$ cat src/rtl/decryption_controller.sv
// -----------------------------------------------------------------------------
// decryption_controller
//
// Front-end sequencer for the decryption subsystem. Collects one serial
// ciphertext message and forwards it to the engine chosen by sel_i. The message
// is closed by injecting the start token. Upstream is held off (busy_o) until
// that engine has finished emitting plaintext. The selected engine's output
// stream is returned through one registered output port.
//
// Ports
//   clk, rst_n    : clock, asynchronous active-low reset
//   data_i        : ciphertext character or start token
//   valid_i       : data_i qualifier
//   sel_i         : engine select (0 Caesar, 1 Scytale, 2 ZigZag, 3 reserved)
//   busy_o        : high while input is not accepted (WAIT / DRAIN)
//   eng_data_o    : shared data bus towards the engines
//   eng_valid_o   : one-hot valid towards the engines
//   eng_busy_i    : busy flags from engines 0..2
//   eng_data_i    : engine output data, engine n at [n*D_WIDTH +: D_WIDTH]
//   eng_valid_i   : engine output valids
//   data_o        : plaintext character (zero when valid_o is low)
//   valid_o       : data_o qualifier
//   err_o         : one-cycle error pulse
// -----------------------------------------------------------------------------
module decryption_controller #(
  parameter int                 D_WIDTH                = 8,
  parameter int                 MAX_NOF_CHARS          = 50,
  parameter logic [D_WIDTH-1:0] START_DECRYPTION_TOKEN = 8'hFA,
  parameter int                 WAIT_TIMEOUT           = 4
) (
  input  logic                   clk,
  input  logic                   rst_n,
  input  logic [D_WIDTH-1:0]     data_i,
  input  logic                   valid_i,
  input  logic [1:0]             sel_i,
  output logic                   busy_o,
  output logic [D_WIDTH-1:0]     eng_data_o,
  output logic [2:0]             eng_valid_o,
  input  logic [2:0]             eng_busy_i,
  input  logic [3*D_WIDTH-1:0]   eng_data_i,
  input  logic [2:0]             eng_valid_i,
  output logic [D_WIDTH-1:0]     data_o,
  output logic                   valid_o,
  output logic                   err_o
);

  localparam int CNT_W  = $clog2(MAX_NOF_CHARS + 1);
  localparam int WAIT_W = $clog2(WAIT_TIMEOUT + 1);

  localparam logic [CNT_W-1:0]  CNT_ZERO  = {CNT_W{1'b0}};
  localparam logic [CNT_W-1:0]  CNT_ONE   = {{(CNT_W-1){1'b0}}, 1'b1};
  localparam logic [CNT_W-1:0]  CNT_MAX   = CNT_W'(MAX_NOF_CHARS);
  localparam logic [WAIT_W-1:0] WAIT_ZERO = {WAIT_W{1'b0}};
  localparam logic [WAIT_W-1:0] WAIT_ONE  = {{(WAIT_W-1){1'b0}}, 1'b1};
  localparam logic [WAIT_W-1:0] WAIT_LAST = WAIT_W'(WAIT_TIMEOUT - 1);
  localparam logic [WAIT_W-1:0] WAIT_SAT  = WAIT_W'(WAIT_TIMEOUT);

  typedef enum logic [1:0] {
    ST_IDLE  = 2'd0,
    ST_LOAD  = 2'd1,
    ST_WAIT  = 2'd2,
    ST_DRAIN = 2'd3
  } state_t;

  state_t              state_r, state_s;
  logic [1:0]          sel_r, sel_s;
  logic [CNT_W-1:0]    cnt_r, cnt_s;
  logic [WAIT_W-1:0]   wait_cnt_r, wait_cnt_s;
  logic [D_WIDTH-1:0]  eng_data_r;
  logic [2:0]          eng_valid_r;
  logic [D_WIDTH-1:0]  data_r;
  logic                valid_r;
  logic                err_r, err_s;
  logic                fwd_s;
  logic                busy_s;
  logic                accept_s;
  logic                is_token_s;
  logic                eng_busy_sel_s;
  logic                eng_valid_sel_s;
  logic [D_WIDTH-1:0]  eng_data_sel_s;

  // One-hot engine valid for a given select; the reserved code maps to none.
  function automatic logic [2:0] sel_onehot(input logic [1:0] sel);
    case (sel)
      2'd0:    sel_onehot = 3'b001;
      2'd1:    sel_onehot = 3'b010;
      2'd2:    sel_onehot = 3'b100;
      default: sel_onehot = 3'b000;
    endcase
  endfunction

  assign busy_s      = (state_r == ST_WAIT) || (state_r == ST_DRAIN);
  assign accept_s    = valid_i && !busy_s;
  assign is_token_s  = (data_i == START_DECRYPTION_TOKEN);

  assign busy_o      = busy_s;
  assign eng_data_o  = eng_data_r;
  assign eng_valid_o = eng_valid_r;
  assign data_o      = data_r;
  assign valid_o     = valid_r;
  assign err_o       = err_r;

  // Pick busy/valid/data of the latched engine; other engines are ignored.
  always_comb begin
    eng_busy_sel_s  = 1'b0;
    eng_valid_sel_s = 1'b0;
    eng_data_sel_s  = {D_WIDTH{1'b0}};
    case (sel_r)
      2'd0: begin
        eng_busy_sel_s  = eng_busy_i[0];
        eng_valid_sel_s = eng_valid_i[0];
        eng_data_sel_s  = eng_data_i[0*D_WIDTH +: D_WIDTH];
      end
      2'd1: begin
        eng_busy_sel_s  = eng_busy_i[1];
        eng_valid_sel_s = eng_valid_i[1];
        eng_data_sel_s  = eng_data_i[1*D_WIDTH +: D_WIDTH];
      end
      2'd2: begin
        eng_busy_sel_s  = eng_busy_i[2];
        eng_valid_sel_s = eng_valid_i[2];
        eng_data_sel_s  = eng_data_i[2*D_WIDTH +: D_WIDTH];
      end
      default: begin
        eng_busy_sel_s  = 1'b0;
        eng_valid_sel_s = 1'b0;
        eng_data_sel_s  = {D_WIDTH{1'b0}};
      end
    endcase
  end

  // Next-state, counters, forwarding and error decisions.
  always_comb begin
    state_s    = state_r;
    sel_s      = sel_r;
    cnt_s      = cnt_r;
    wait_cnt_s = wait_cnt_r;
    fwd_s      = 1'b0;
    err_s      = 1'b0;
    case (state_r)
      ST_IDLE: begin
        if (accept_s) begin
          if (is_token_s) begin
            // Empty message: the token is silently dropped.
            state_s = ST_IDLE;
          end else if (sel_i == 2'd3) begin
            err_s = 1'b1;
          end else begin
            sel_s   = sel_i;
            cnt_s   = CNT_ONE;
            fwd_s   = 1'b1;
            state_s = ST_LOAD;
          end
        end else begin
          state_s = ST_IDLE;
        end
      end
      ST_LOAD: begin
        if (accept_s) begin
          if (is_token_s) begin
            fwd_s      = 1'b1;
            wait_cnt_s = WAIT_ZERO;
            state_s    = ST_WAIT;
          end else if (cnt_r < CNT_MAX) begin
            fwd_s = 1'b1;
            cnt_s = cnt_r + CNT_ONE;
          end else begin
            // Overlong message: drop the character, keep waiting for the token.
            err_s = 1'b1;
          end
        end else begin
          state_s = ST_LOAD;
        end
      end
      ST_WAIT: begin
        if (eng_busy_sel_s) begin
          state_s = ST_DRAIN;
        end else if (wait_cnt_r >= WAIT_LAST) begin
          err_s   = 1'b1;
          cnt_s   = CNT_ZERO;
          state_s = ST_IDLE;
        end else if (wait_cnt_r != WAIT_SAT) begin
          wait_cnt_s = wait_cnt_r + WAIT_ONE;
        end else begin
          wait_cnt_s = wait_cnt_r;
        end
      end
      ST_DRAIN: begin
        if (!eng_busy_sel_s) begin
          cnt_s   = CNT_ZERO;
          state_s = ST_IDLE;
        end else begin
          state_s = ST_DRAIN;
        end
      end
      default: begin
        state_s = ST_IDLE;
      end
    endcase
  end

  // FSM state register.
  always_ff @(posedge clk or negedge rst_n) begin
    if (!rst_n) begin
      state_r <= ST_IDLE;
    end else begin
      state_r <= state_s;
    end
  end

  // Datapath registers: latched select, counters, engine bus and output stage.
  always_ff @(posedge clk or negedge rst_n) begin
    if (!rst_n) begin
      sel_r       <= 2'd0;
      cnt_r       <= CNT_ZERO;
      wait_cnt_r  <= WAIT_ZERO;
      eng_data_r  <= {D_WIDTH{1'b0}};
      eng_valid_r <= 3'b000;
      data_r      <= {D_WIDTH{1'b0}};
      valid_r     <= 1'b0;
      err_r       <= 1'b0;
    end else begin
      sel_r       <= sel_s;
      cnt_r       <= cnt_s;
      wait_cnt_r  <= wait_cnt_s;
      eng_valid_r <= fwd_s ? sel_onehot(sel_s) : 3'b000;
      // The engine bus keeps its last value when nothing is forwarded.
      eng_data_r  <= fwd_s ? data_i : eng_data_r;
      valid_r     <= eng_valid_sel_s;
      data_r      <= eng_valid_sel_s ? eng_data_sel_s : {D_WIDTH{1'b0}};
      err_r       <= err_s;
    end
  end

endmodule

$ cat config.mk
export PLATFORM = sky130hd
export DESIGN_NAME = decryption_controller
export DESIGN_NICKNAME = d
export VERILOG_FILES = /design/src/rtl/decryption_controller.sv
export SDC_FILE = /design/constraint.sdc
export NUM_CORES = 1
export LEC_CHECK = 0
export CORE_UTILIZATION = 46
export CTS_CLUSTER_DIAMETER = 200
export DETAILED_ROUTE_END_ITERATION = 12
export PLACE_DENSITY = 0.87
export SETUP_SLACK_MARGIN = 0.5
export SYNTH_ARGS = -nofsm -noshare
export SYNTH_HDL_FRONTEND = slang
export SYNTH_SLANG_ARGS = --single-unit
$ cat constraint.sdc
create_clock -name clk -period 2.5 [get_ports clk]
set_input_delay 0.25 -clock clk [delete_from_list [all_inputs] [get_ports clk]]
set_output_delay 0.25 -clock clk [all_outputs]
set_load 0.01 [all_outputs]
==> flow_summary.json, run 1 <==
{
  "status": "finished, final reports clean",
  "synth_top_cell_by_area": "dfrtp_1",
  "grt_pass1_vias": 1764,
  "drc": 0,
  "port_buffers": 64,
  "fin_skew_ns": 0.00553,
  "tns_ns": 0,
  "synth_commonest_cells": "34 x dfrtp_1, 25 x nor2_1, 17 x a21oi_1, 17 x nand2_1, 13 x mux2i_1",
  "synth_cells": 215,
  "hold_viol_final": 0,
  "rows": 23,
  "cts_buffers": 5,
  "dp_slack_ns": 0.226,
  "async_reset_ff_share_pct": 100,
  "fin_nets": 327,
  "internal_power_w": 0.00159,
  "ios": 65,
  "finalNonFillerCells": 331,
  "cp.arrival_ns": 2.06,
  "htree_levels": 2,
  "num_vias": 1871,
  "synthFlopType": "dfrtp_1",
  "die_w_um": 67.5,
  "clk_latency_ns": 0.28,
  "max_clock_freq_ghz": 0.536,
  "vdd_drop_max_v": 0.000463,
  "core_um2": 4060,
  "crit_type": "reg -> reg",
  "antenna_found_initial": 0,
  "synth_area_per_cell_um2": 9.18,
  "dieArea_um2": 4560,
  "synthSimpleGateAreaFrac_pct": 17.9,
  "postRouteAntennaNets": 0,
  "synth_nets": 262,
  "pwr-share-clk_pct": 19.5,
  "finalPower_w": 0.00247,
  "fp.dieH_um": 67.5,
  "diodes": 0,
  "tightest_slew_ns": 0.606,
  "grtUsageTotal_pct": 23.3,
  "layout-drive-gt1-share_pct": 8.54,
  "synth.area.top_cells": "dfrtp_1 43%, mux2i_1 6.6%, nor2_1 4.8%",
  "r2r-end": "eng_valid_o[0]",
  "endpoint_kind": "register",
  "crit_buf_inv": 0,
  "fin_crit_sh_pct": 74.6,
  "place_hpwl_um": 3630,
  "synth_fa_ha_area_share_pct": 2.54,
  "syn-cell-area_um2": 1970,
  "rsz0062_at_grt": "no",
  "synth_top_family_by_area": "compound AO/OA/AOI/OAI gates",
  "switching_share_pct": 35.5,
  "grt_pass1_wl_um": 7990,
  "ys_ff_latch": 34,
  "first_iter_violations": 151,
  "start_kind": "register",
  "cpLargestDelayFamily": "compound AO/OA/AOI/OAI gates",
  "muxShareOfSynthArea_pct": 7.17,
  "viasPerCell": 5.65,
  "r2r_setup_slack_ns": 0.64,
  "synthXorXnorAreaFrac_pct": 0,
  "cts_tree": "done",
  "grt_overflow": 0,
  "cp_common_cell": "nand2b_1",
  "p_leak_nw": 1.19,
  "synth-edff-count": 0,
  "layout_setup_ws_ns": 0.635,
  "start_util_pct": 48.6,
  "cts_buffer_depth": 2,
  "worstPathMaxFanout": 13,
  "required_ns": 2.69,
  "maxSlewViolCount": 0,
  "place_inst": 323,
  "crit_chain": "nand2b_1 -> a2111oi_2 -> nand2b_1 -> a211oi_1",
  "root_buffer": "clkbuf_8",
  "p_seq_share_pct": 37.3,
  "post_drt_wl_per_cell_um": 14.9,
  "post-synth-top-count-cell": "dfrtp_1",
  "syn2layout_area_growth_pct": 42.2,
  "dr.pass1.iters": 4,
  "p_per_area_nw_per_um2": 881,
  "slowest_delay_ns": 0.63,
  "synth_cell_type_count": 41,
  "timing.rr.start": "state_r[1]",
  "rr_worst_depth": 4,
  "yosysTopAreaCellShare_pct": 43.1,
  "period_minus_slack_ns": 1.86,
  "setup_viol": 0,
  "ys_seq_area_share_pct": 43.1,
  "finalWirelength_um": 4940,
  "p_sw_w": 0.000878,
  "yosys_warnings": 0,
  "post-cts-setup-buffer-count": 0,
  "pwr-share-comb_pct": 43.2,
  "synth_compound_area_share_pct": 23.9,
  "drv_cap": 0,
  "grt_max_degree": 35,
  "place.gp.congestion": 0.809,
  "relSlewSlack_pct": 59.6,
  "cp_slowest_cell": "a2111oi_2",
  "clkSlewWorstSetupHoldPaths_ns": 0.07,
  "hp-class": "in -> async",
  "clock_sinks": 34
}
worst reg2reg max path, stage by stage, from the launching register on:
cell,delay (ns)
dfrtp_1,0.50
nand2b_1,0.30
a2111oi_2,0.64
nand2b_1,0.13
a211oi_1,0.21
state kept, by name, summed over array words and instances (netlist names):
name         cells
wait_cnt_r       3
eng_valid_o      3
state_r          2
valid_o          1
data_o           8
err_o            1
sel_r            2
eng_data_o       8
cnt_r            6
per-layer routing:
metal / vias to the layer above / global-route usage, % / wire length [µm]
li1: 915 / - / -
met1: 888 / 28.9 / 2100
met2: 60 / 39.4 / 2520
met3: 8 / 6.25 / 277
met4: 0 / 6.65 / 44
met5: - / 0 / 0
repair_timing:
action                                  in CTS  in global routing
pin swaps                                    0                  0
hold buffers                                 0                  0
gates resized for setup                      1                  2
endpoints found under the setup margin       1                 20
per-stage QoR:
step | instance area (µm²) | hold WS (ns) | util, %
after CTS | 2800 | 0.395 | 69.0
after floorplan | 1970 | -0.0456 | -
after detailed placement | 2680 | 0.506 | 66.1
final | 2810 | 0.376 | 69.2
after global routing | 2810 | 0.418 | 69.2
after global placement | 2680 | 0.490 | 66.1
cells in the final DEF (no fill, tap or decap), drive strengths merged, types with 2 or more instances in the layout:
cell,Yosys,final
buf,6,10
a221o,2,2
o211ai,9,9
clkbuf,10,8
ha,4,4
a2111oi,2,2
nor4,2,2
inv,10,10
a31oi,2,2
nand2b,3,3
or3,8,8
dfrtp,34,34
nand2,17,17
nor2b,3,3
o21ai,3,3
a211oi,4,4
clkdlybuf4s50,0,64
nand3b,2,2
nand3,10,10
a41oi,2,2
a21oi,17,17
nor2,25,25
a2bb2oi,8,8
mux2i,13,13
o21a,5,5
power groups by stage:
stage	combinational, W	clock [W]	sequential (W)
after detailed placement	0.00106	0	0.000931
after global placement	0.00103	0	0.000919
after CTS	0.00107	0.000487	0.000923
after floorplan	0.000586	0	0.000918
after global routing	0.00119	0.000513	0.000947
final	0.00107	0.000481	0.000922
cell type report:
| class | count | area (µm²) |
|---|---|---|
| inverter | 10 | 37.5 |
| sequential | 34 | 851 |
| fill | 308 | 1250 |
| tap | 50 | 62.6 |
| clock buffer | 8 | 110 |
| timing repair buffer | 74 | 716 |
| multi-input combinational | 155 | 1030 |
logic make-up (layout without fill, tap and decap cells):
family,count (synthesis),after routing
flops,34,34
compound gates,63,63
simple gates,74,74
fa+ha+maj,4,4
mux,14,14
buf+inv,26,92
how the worst max path moves through the flow:
stage,depth (start not counted),slack (ns),to,startpoint
after floorplan,6,0.68,cnt_r[0],wait_cnt_r[0]
after global placement,5,0.31,eng_valid_o[1],data_i[6]
after detailed placement,6,0.23,eng_valid_o[1],data_i[3]
after CTS,6,0.52,eng_valid_o[1],data_i[3]
after global routing,4,0.51,eng_valid_o[0],state_r[1]
final,4,0.64,eng_valid_o[0],state_r[1]
Power figures use the tool's default switching activity.
==> inputs of run 2 (changes only) <==
- clock period: 2.5 -> 1.8 ns (I/O delays scaled with it)
==> flow_summary.json, run 2 (same netlist as run 1, synthesis figures left out) <==
{
  "grtUsageMet3_pct": 9.29,
  "grt_use_met1_pct": 32.5,
  "relSlewSlack_pct": 70.4,
  "rr_worst_depth": 4,
  "period_minus_slack_ns": 1.63,
  "cp.arrival_ns": 1.82,
  "max_clock_freq_ghz": 0.612,
  "ios": 65,
  "rows": 23,
  "start_kind": "register",
  "finalWirelength_um": 6490,
  "r2r_setup_slack_ns": 0.17,
  "met2_usage_pct": 46.9,
  "port_buffers": 64,
  "syn2layout_area_growth_pct": 69.5,
  "antenna_found_initial": 0,
  "post_drt_wl_per_cell_um": 17.6,
  "endpoint_kind": "register",
  "num_vias": 2101,
  "first_iter_violations": 121,
  "cts_buffers": 5,
  "crit_chain": "mux2i_2 -> o211ai_1 -> a211oi_4 -> mux2_4",
  "die_w_um": 67.5,
  "clock_sinks": 34,
  "postRouteAntennaNets": 0,
  "grt_pass1_vias": 2047,
  "clkSlewWorstSetupHoldPaths_ns": 0.08,
  "vdd_drop_max_v": 0.000662,
  "grt_overflow": 0,
  "p_per_area_nw_per_um2": 1150,
  "start_util_pct": 48.6,
  "rsz0062_at_grt": "yes",
  "layout-drive-gt1-share_pct": 30.4,
  "grt.busiest_layer": "met2",
  "fin_area_um2": 3340,
  "maxSlewViolCount": 0,
  "place_hpwl_um": 3640,
  "viasPerCell": 5.69,
  "hold_ws_ns": 0.301,
  "status": "finished, final reports clean",
  "p_leak_nw": 1.51,
  "fp.dieH_um": 67.5,
  "clk_latency_ns": 0.30,
  "required_ns": 1.98,
  "r2r-end": "cnt_r[0]",
  "worstPathMaxFanout": 3,
  "setup_viol": 0,
  "hp-class": "in -> async",
  "place.gp.congestion": 0.844,
  "htree_levels": 2,
  "core_um2": 4060,
  "dieArea_um2": 4560,
  "fin_nets": 365,
  "cts_buffer_depth": 2,
  "crit_buf_inv": 0,
  "grt_max_degree": 35,
  "crit_type": "reg -> reg",
  "fin_skew_ns": 0.00991,
  "final_common_cell": "buf_4",
  "slowest_delay_ns": 0.43,
  "fin_crit_sh_pct": 90.7,
  "grt_pass1_wl_um": 9440,
  "drc": 0,
  "cts_tree": "done",
  "timing.rr.start": "sel_r[1]",
  "tightest_slew_ns": 0.444,
  "grtUsageTotal_pct": 28.2,
  "dr.pass1.iters": 4,
  "cp_slowest_cell": "dfrtp_1",
  "placed_cell_area_um2": 2880,
  "drv_cap": 0,
  "hold_viol_final": 0,
  "diodes": 0,
  "cpLargestDelayFamily": "multiplexers",
  "root_buffer": "clkbuf_8",
  "mostFrequentLayoutCells": "35 x buf_4, 33 x clkdlybuf4s50_1, 31 x dfrtp_1"
}
-- run 2: cell count changes in the layout (fill, tap and decap cells not counted), moves of 6 or more --
cell	before	now
buf_4	10	35
buf_6	0	8
clkdlybuf4s50_1	64	33
dlygate4sd2_1	0	29
nor2_1	25	18
nor2_2	0	6
-- run 2: worst max-delay path by stage --
stage,to,cells after the start,start,slack [ns]
finish,cnt_r[0],4,sel_r[1],0.17
global route,cnt_r[1],5,sel_r[1],0.11
CTS,cnt_r[0],6,wait_cnt_r[1],0.19
detailed placement,cnt_r[0],5,data_i[7],-0.20
global placement,eng_valid_o[1],8,data_i[3],-0.21
floorplan,cnt_r[0],6,wait_cnt_r[0],0.09
-- run 2: final cells by class --
cell class                 count  area (µm²)
multi-input combinational    156        1250
timing repair buffer         111        1030
sequential                    34         855
fill                         208         713
clock buffer                   8         110
tap                           50        62.6
inverter                      10        37.5
-- run 2: power by group --
| part | internal [W] | switching, W | total, W |
|---|---|---|---|
| clock network | 0.000387 | 0.000303 | 0.000690 |
| logic | 0.000969 | 0.000941 | 0.00191 |
| registers | 0.00103 | 0.000231 | 0.00126 |
| total | 0.00239 | 0.00148 | 0.00386 |
-- run 2: repair_timing --
| action | 4_1_cts | 5_1_grt |
|---|---|---|
| resized for setup | 67 | 18 |
| pin swaps | 11 | 16 |
| endpoints found under the setup margin | 56 | 34 |
| cloned | 1 | 0 |
| setup buffers | 12 | 8 |
| hold buffers | 0 | 0 |
-- run 2: stage by stage --
step / util, % / worst slack [ns] / TNS (ns) / total power [W] / std cells
finish: 82.4 / 0.167 / 0 / 0.00386 / 369
global route: 82.4 / 0.108 / 0 / 0.00410 / 369
CTS: 78.7 / 0.187 / 0 / 0.00364 / 361
detailed placement: 70.9 / -0.197 / -2.30 / 0.00292 / 340
global placement: 70.9 / -0.209 / -2.21 / 0.00285 / 340
floorplan: - / 0.0893 / 0 / 0.00222 / 215
-- run 2: metal layers --
metal / routed length (µm) / vias up
met4: 165 / 0
met5: 0 / -
met3: 385 / 15
met1: 2600 / 999
li1: - / 995
met2: 3340 / 92
==> inputs of run 3 (changes only) <==
- CORE_UTILIZATION: 46 -> 49
- PLACE_DENSITY: 0.87 -> 0.92
- SLEW_MARGIN: unset -> 30
- clock period: 1.8 -> 2.1 ns (I/O delays scaled with it)
==> flow_summary.json, run 3 (same netlist as run 1, synthesis figures left out) <==
{
  "status": "finished, final reports clean",
  "grt_pass1_vias": 2045,
  "r2r_setup_slack_ns": 0.42,
  "fp.dieH_um": 65.5,
  "grt_overflow": 0,
  "endpoint_kind": "register",
  "pwr-share-clk_pct": 16.2,
  "hp-class": "in -> async",
  "dr.pass1.iters": 5,
  "root_buffer": "clkbuf_8",
  "fin_crit_sh_pct": 80.0,
  "mostFrequentLayoutCells": "57 x clkdlybuf4s50_1, 33 x buf_4, 29 x dfrtp_1",
  "maxSlewViolCount": 0,
  "cts_buffer_depth": 2,
  "layout-drive-gt1-share_pct": 23.0,
  "max_clock_freq_ghz": 0.595,
  "rr_worst_depth": 6,
  "p_per_area_nw_per_um2": 998,
  "final_common_cell": "clkdlybuf4s50_1",
  "grt_pass1_wl_um": 9310,
  "placed_cell_area_um2": 2750,
  "rsz0062_at_grt": "yes",
  "clkSlewWorstSetupHoldPaths_ns": 0.07,
  "antenna_found_initial": 0,
  "fillers": 192,
  "hold_viol_final": 0,
  "setup_viol": 0,
  "pwr-share-comb_pct": 48.5,
  "grt_max_degree": 35,
  "switching_share_pct": 37.8,
  "rows": 22,
  "cp.arrival_ns": 1.87,
  "finish.utilization_pct": 83.9,
  "start_util_pct": 52.3,
  "ios": 65,
  "core_um2": 3770,
  "clk_latency_ns": 0.30,
  "syn2layout_area_growth_pct": 60.4,
  "port_buffers": 64,
  "internal_power_w": 0.00196,
  "vdd_drop_max_v": 0.000579,
  "fin_area_um2": 3170,
  "p_sw_w": 0.00119,
  "viasPerCell": 5.95,
  "place.gp.congestion": 0.876,
  "tightest_slew_ns": 0.445,
  "postRouteAntennaNets": 0,
  "post_drt_wl_per_cell_um": 17.8,
  "period_minus_slack_ns": 1.68,
  "start_kind": "register",
  "num_vias": 2123,
  "r2r-end": "cnt_r[0]",
  "p_leak_nw": 1.38,
  "required_ns": 2.29,
  "place_hpwl_um": 3880,
  "diodes": 0,
  "grtUsageTotal_pct": 29.1,
  "p_seq_share_pct": 35.3,
  "first_iter_violations": 157,
  "cts_buffers": 5,
  "finalPower_w": 0.00316,
  "drc": 0,
  "worstPathMaxFanout": 2,
  "htree_levels": 2,
  "crit_type": "reg -> reg",
  "clock_sinks": 34,
  "cts.hold.buffers_added": 0,
  "relSlewSlack_pct": 70.4,
  "finalWirelength_um": 6370,
  "drv_cap": 0,
  "dieArea_um2": 4280,
  "fin_nets": 355,
  "cts_tree": "done",
  "tns_ns": 0,
  "fin_skew_ns": 0.00829,
  "timing.rr.start": "wait_cnt_r[1]",
  "die_w_um": 65.5
}
-- run 3: cell type report --
type | instances | area, µm² | share of cell area [%]
clock buffer | 7 | 86.3 | 2.73
clock inverter | 1 | 5.00 | 0.158
inverter | 10 | 37.5 | 1.19
multi-input combinational | 155 | 1170 | 37.1
sequential | 34 | 857 | 27.1
tap | 48 | 60.1 | 1.90
timing repair buffer | 102 | 945 | 29.8
-- run 3: critical path, stage by stage, from the launching register on --
cell and delay, ns:
dfrtp_1 0.40, ha_2 0.19, ha_4 0.16, a211oi_4 0.21
a22o_1 0.24, a211oi_4 0.06, mux2_4 0.31
-- run 3: through the flow --
step,hold slack [ns],cells,worst slack [ns]
6_report,0.314,357,0.420
5_1_grt,0.359,357,0.365
4_1_cts,0.331,350,0.438
3_5_place_dp,0.529,328,0.0417
3_3_place_gp,0.512,328,0.0871
2_1_floorplan,-0.0856,215,0.389
-- run 3: repair_timing --
| item | in CTS | in global routing |
|---|---|---|
| endpoints found under the setup margin | 21 | 19 |
| gates resized for setup | 27 | 13 |
| buffers inserted | 13 | 7 |
| endpoints found under the hold margin | 0 | 0 |
| cloned | 1 | 0 |
| pin swaps | 7 | 8 |
-- run 3: power groups by stage --
stage               Sequential (W)  Clock [W]  Combinational, W
finish                     0.00112   0.000513           0.00153
global route               0.00114   0.000542           0.00164
CTS                        0.00110   0.000512           0.00144
detailed placement         0.00110          0           0.00136
global placement           0.00108          0           0.00131
floorplan                  0.00110          0          0.000720
-- run 3: worst max path at each step --
stage	from	endpoint	cells after the start
4_1_cts	wait_cnt_r[1]	cnt_r[0]	6
3_3_place_gp	data_i[3]	eng_data_o[0]	7
5_1_grt	sel_r[1]	cnt_r[1]	5
3_5_place_dp	data_i[3]	eng_valid_o[1]	7
6_report	wait_cnt_r[1]	cnt_r[0]	6
2_1_floorplan	wait_cnt_r[0]	cnt_r[0]	6
-- run 3: layer usage --
layer	up-vias	track usage, %	share of wire [%]
met5	-	0	0
met4	0	10.3	1.9
met3	12	7.29	6.7
met2	105	53.4	54
met1	1037	32.1	38
li1	969	-	-
